===== src/rtl/ascii_dec_parser.sv =====
// Parses CR/LF-terminated ASCII decimal lines from a UART RX byte stream into an
// 8-bit value; malformed, oversize or stalled lines raise a single error strobe.
module ascii_dec_parser #(
    parameter int MAX_DIGITS     = 3,
    parameter int TIMEOUT_CYCLES = 50_000_000
) (
    input  logic       clk,
    input  logic       rst,
    input  logic [7:0] rx_data,
    input  logic       rx_valid,
    output logic [7:0] value,
    output logic       value_valid,
    output logic       err,
    output logic       busy
);

    localparam int TMR_W = $clog2(TIMEOUT_CYCLES + 1);
    localparam int CNT_W = $clog2(MAX_DIGITS + 1);

    typedef enum logic [1:0] {IDLE, ACCUM, DISCARD} state_t;

    state_t           state, state_nxt;
    logic [7:0]       acc, acc_nxt;
    logic [CNT_W-1:0] cnt, cnt_nxt;
    logic [TMR_W-1:0] tmr, tmr_nxt;
    logic [7:0]       value_nxt;
    logic             vld_nxt, err_nxt;

    logic             is_digit, is_term, digits_full, overflow, expire;
    logic [3:0]       digit;
    logic [11:0]      mac;

    // 255*10 + 9 fits in 12 bits, so the overflow test sees the untruncated sum.
    function automatic logic [11:0] mac10(input logic [7:0] a, input logic [3:0] d);
        return ({4'b0, a} * 12'd10) + {8'b0, d};
    endfunction

    assign is_digit    = (rx_data >= 8'h30) && (rx_data <= 8'h39);
    assign is_term     = (rx_data == 8'h0D) || (rx_data == 8'h0A);
    assign digit       = rx_data[3:0];
    assign mac         = mac10(acc, digit);
    assign overflow    = (mac > 12'd255);
    assign digits_full = (cnt == CNT_W'(MAX_DIGITS));
    // A byte arriving on the expiry cycle takes priority over the timeout.
    assign expire      = (state != IDLE) && !rx_valid && (tmr == TMR_W'(TIMEOUT_CYCLES - 1));

    always_ff @(posedge clk or posedge rst) begin
        if (rst) begin
            state       <= IDLE;
            acc         <= '0;
            cnt         <= '0;
            tmr         <= '0;
            value       <= '0;
            value_valid <= 1'b0;
            err         <= 1'b0;
            busy        <= 1'b0;
        end else begin
            state       <= state_nxt;
            acc         <= acc_nxt;
            cnt         <= cnt_nxt;
            tmr         <= tmr_nxt;
            value       <= value_nxt;
            value_valid <= vld_nxt;
            err         <= err_nxt;
            busy        <= (state_nxt != IDLE);
        end
    end

    always_comb begin
        state_nxt = state;
        acc_nxt   = acc;
        cnt_nxt   = cnt;
        unique case (state)
            IDLE: begin
                if (rx_valid && is_digit) begin
                    state_nxt = ACCUM;
                    acc_nxt   = {4'b0, digit};
                    cnt_nxt   = CNT_W'(1);
                end else if (rx_valid && !is_term) begin
                    state_nxt = DISCARD;
                end
            end
            ACCUM: begin
                if (rx_valid) begin
                    if (is_digit && !digits_full && !overflow) begin
                        acc_nxt = mac[7:0];
                        cnt_nxt = cnt + CNT_W'(1);
                    end else if (is_term) begin
                        state_nxt = IDLE;
                    end else begin
                        state_nxt = DISCARD;
                    end
                end else if (expire) begin
                    state_nxt = IDLE;
                end
            end
            DISCARD: begin
                if ((rx_valid && is_term) || expire) state_nxt = IDLE;
            end
            default: state_nxt = IDLE;
        endcase
        tmr_nxt = (state_nxt == IDLE || rx_valid) ? '0 : tmr + TMR_W'(1);
    end

    always_comb begin
        value_nxt = value;
        vld_nxt   = 1'b0;
        err_nxt   = 1'b0;
        unique case (state)
            IDLE: err_nxt = rx_valid && !is_digit && !is_term;
            ACCUM: begin
                if (rx_valid) begin
                    if (is_digit) begin
                        err_nxt = digits_full || overflow;
                    end else if (is_term) begin
                        vld_nxt   = 1'b1;
                        value_nxt = acc;
                    end else begin
                        err_nxt = 1'b1;
                    end
                end else begin
                    err_nxt = expire;
                end
            end
            default: ;
        endcase
    end

endmodule


===== config.mk =====
export PLATFORM = sky130hd
export DESIGN_NAME = ascii_dec_parser
export DESIGN_NICKNAME = d
export VERILOG_FILES = /design/src/rtl/ascii_dec_parser.sv
export SDC_FILE = /design/constraint.sdc
export NUM_CORES = 1
export LEC_CHECK = 0
export ABC_AREA = 1
export BUFFER_PORTS_ARGS = -buffer_cell sky130_fd_sc_hd__clkbuf_2
export CAP_MARGIN = 20
export CORE_MARGIN = 2
export CORE_UTILIZATION = 45
export DETAILED_ROUTE_END_ITERATION = 10
export PLACE_DENSITY = 0.68
export SLEW_MARGIN = 20
export SYNTH_ARGS = -nofsm -noshare
export SYNTH_HDL_FRONTEND = slang
export SYNTH_SLANG_ARGS = --single-unit

===== constraint.sdc =====
create_clock -name clk -period 7.9 [get_ports clk]
set_input_delay 1.185 -clock clk [delete_from_list [all_inputs] [get_ports clk]]
set_output_delay 1.185 -clock clk [all_outputs]
set_load 0.1 [all_outputs]

==> results by group <==
Outcome
  • Status: finished clean

Routing
  • Initial DRC Count: about 120
  • Vias post-DR: between 2000 and 2500
  • DRC: 0
  • Final ANT Viol Nets: 0
  • WL/cell: 12.3 um
  • Vias per std cell: around 5
  • First-pass detailed-route iteration total: 4
  • Final WL: about 5.6 mm

Run
  • Max-capacitance violation count: 0

Worst setup path
  • Crit path DAT: between 3000 and 4000 ps
  • CP max-delay cell: fa_1
  • Max incr delay on CP: ~400 ps
  • Crit start category: input pin
  • WP buf/inv: 1
  • CP cell instances: clkbuf_2 -> ha_1 -> fa_1 -> a21o_1 -> nand2_1 -> nand2_1 -> nand3_1 -> nand2_1 -> nor2_1 -> nand3_2 -> nand3_1 -> nand2_1 -> nand2_2 -> nand4_4 -> nand2_4 -> nor2_1
  • WS Path Type: in -> reg
  • CP Max Fanout: 26
  • Top delay family on crit path: simple AND/OR/NAND/NOR gates
  • CP dominant cell by count: nand2_1
  • Worst endpoint required time: around 8100 ps
  • CP Capture Type: register

Logic synthesis
  • Syn_area_per_cell: about 8.6 sq um
  • Cell Area, Synth: around 3000 sq um
  • EDFF count, synth: 0
  • Syn. warnings: 0
  • Seq/Total Area, Yosys: between 40% and 50%
  • Synth top area share: 40.8%
  • Cell with the most instances after synthesis: nand2_1
  • Cells after Synth: approximately 350
  • Asr flop ratio synth: 100%
  • Synth cell types: 36
  • Yosys top cell by area: dfrtp_1
  • Main flop type after synthesis: dfrtp_1
  • Synth Register Bits: between 40 and 50
  • Most frequent cells after synthesis: 82 x nand2_1, 49 x dfrtp_1, 40 x inv_1
  • Top area cells in the synthesized netlist: dfrtp_1 41%, nand2_1 10%, ha_1 7.1%, xor2_1 5.5%, nor2_2 5.2%
  • Syn nets: roughly 380

CTS
  • Clk_lat worst skew: approximately 300 ps
  • Clk sinks: 49
  • Root buffer cell: clkbuf_8
  • Htree depth: 2
  • Clk pin slew, worst setup/hold paths: 90 ps
  • Clk buf depth: 2
  • Cts repair resizes: 0
  • Num CTS Buffers: 5
  • Post-CTS Hold Buffers: 0
  • CTS tree: yes
  • Post-CTS setup buffer count: 0

Global routing
  • Vias in the first global route: between 2000 and 2500
  • Initial antenna violation count: 0
  • Pin count of the biggest net entering global routing: 50
  • GRT Util Overall: between 10% and 20%
  • Met3 Resource Use GR: between 2 and 3%
  • Met1 Track Usage GR: between 20% and 30%
  • Overflow after GRT: 0
  • Gr busiest metal: met2
  • First-pass GRT wire length: around 10 mm
  • Met2 Use GR: 26.1%

Floorplanning
  • Boundary pin count: 22
  • Core area: 6390 sq um
  • Die height: ~86 um
  • Die Wd: about 86 um
  • Starting Density: 47.0%
  • FP Rows: 29
  • DIE AREA: 7350 sq um

Cells and area
  • Layout cells sized above 1: 20.4%
  • Fin nets: 402
  • Area Overhead vs Synth: 9.45%
  • Layout Utilization: 51.5%
  • Ant diodes: 0
  • Finished Cell Area: between 3000 and 4000 sq um

STA
  • Post-route clock skew: 5.94 ps
  • Tcrit/Tclk final: slightly above 40%
  • RSZ-0062 raised after global routing: false
  • Final Hold Viols: 0
  • FMAX: ~0.31 GHz
  • Pins Over Slew Limit: 0
  • Min Tclk post-route: around 3200 ps
  • Final setup violating endpoints: 0
  • Final TNS setup: 0 ps
  • Final WS setup: ~4700 ps
  • Rel. slew slack: between 40 and 50%
  • Worst-margin pin slew: around 820 ps

Power and ir drop
  • Maximum vdd drop: between 100 and 150 uV
  • Final total power: 636 uW
  • PwrDens: between 150 and 200 nW/um^2
  • P_leak: approximately 0.0016 uW

Place
  • Dpl cell area: roughly 3200 sq um
  • PortBufs: 21
  • Global placement routability congestion: about 0.88
  • Post-DP HPWL: around 4.2 mm
  • Post-place setup slack: between 4000 and 5000 ps

Worst hold path
  • Min-Delay Path Class: reg -> reg
per-layer routing:
| layer | vias up | share of wire (%) | routed length (um) |
|---|---|---|---|
| met5 | - | 0 | 0 |
| met3 | 8 | 2.5 | 139 |
| met2 | 35 | 45 | 2490 |
| met1 | 1045 | 51 | 2820 |
| met4 | 0 | 1.7 | 97 |
| li1 | 1159 | - | - |
final cells by class:
type / instances / area, sq um
well taps: 77 / 96.3
multi-input cells: 251 / 1570
repair buffers: 21 / 105
fillers: 588 / 3100
flip-flops and latches: 49 / 1230
clock inverters: 2 / 37.5
clock buffers: 6 / 82.6
inverters: 44 / 166
where the power goes:
part / switching, uW / internal [uW] / total [uW]
sequential: 19.0 / 267 / 286
combinational: 109 / 56.6 / 166
clock: 81.0 / 103 / 184
total: 209 / 427 / 636
cells by family (layout without fill, tap and decap cells):
| logic type | Yosys count | after routing | share of synthesized area (%) |
|---|---|---|---|
| AND/OR/NAND/NOR | 177 | 177 | 30.5 |
| flip-flops | 49 | 49 | 40.8 |
| XOR/XNOR | 25 | 25 | 7.29 |
| adder cells (fa/ha/maj) | 19 | 19 | 8.41 |
| AO/OA/AOI/OAI | 29 | 29 | 5.87 |
| buffers and inverters | 48 | 73 | 6.79 |
| multiplexers | 1 | 1 | 0.333 |
through the flow:
step	hold slack, ps	instances
CTS	486	450
detailed placement	464	442
floorplan	452	348
finish	483	450
global route	515	450
global placement	457	442
worst paths after layout:
kind | from | cells past startpoint | endpoint | slack (ps)
worst max-delay path | rx_data[1] | 16 | tmr[25] | 4700
worst min-delay path | value[4] | 2 | value[4] | 480
worst max register to register | acc[1] | 16 | tmr[25] | 4740
worst min register to register | value[4] | 2 | value[4] | 480
max in group asynchronous | rst | 2 | tmr[8] | 6420
min in group asynchronous | rst | 2 | value[2] | 1000
flip-flops by register name, summed over array words and instances, names as in the netlist:
register	flops
tmr	26
acc	8
value	8
cnt	2
state	2
busy	1
err	1
value_valid	1
tightest hold or removal path, cell delays in order, from the launching register on:
cell     delay, ps
dfrtp_1        360
nand2_1         50
nand2_1         50
cell usage in the layout, fill, tap and decap left out, types with 10 or more instances in the layout:
master,n
a21oi_1,10
clkbuf_2,21
dfrtp_1,49
ha_1,17
inv_1,39
nand2_1,82
nand3_1,15
nor2_1,23
nor2_2,25
o21ai_0,11
xor2_1,19
Power figures use the tool's default switching activity.
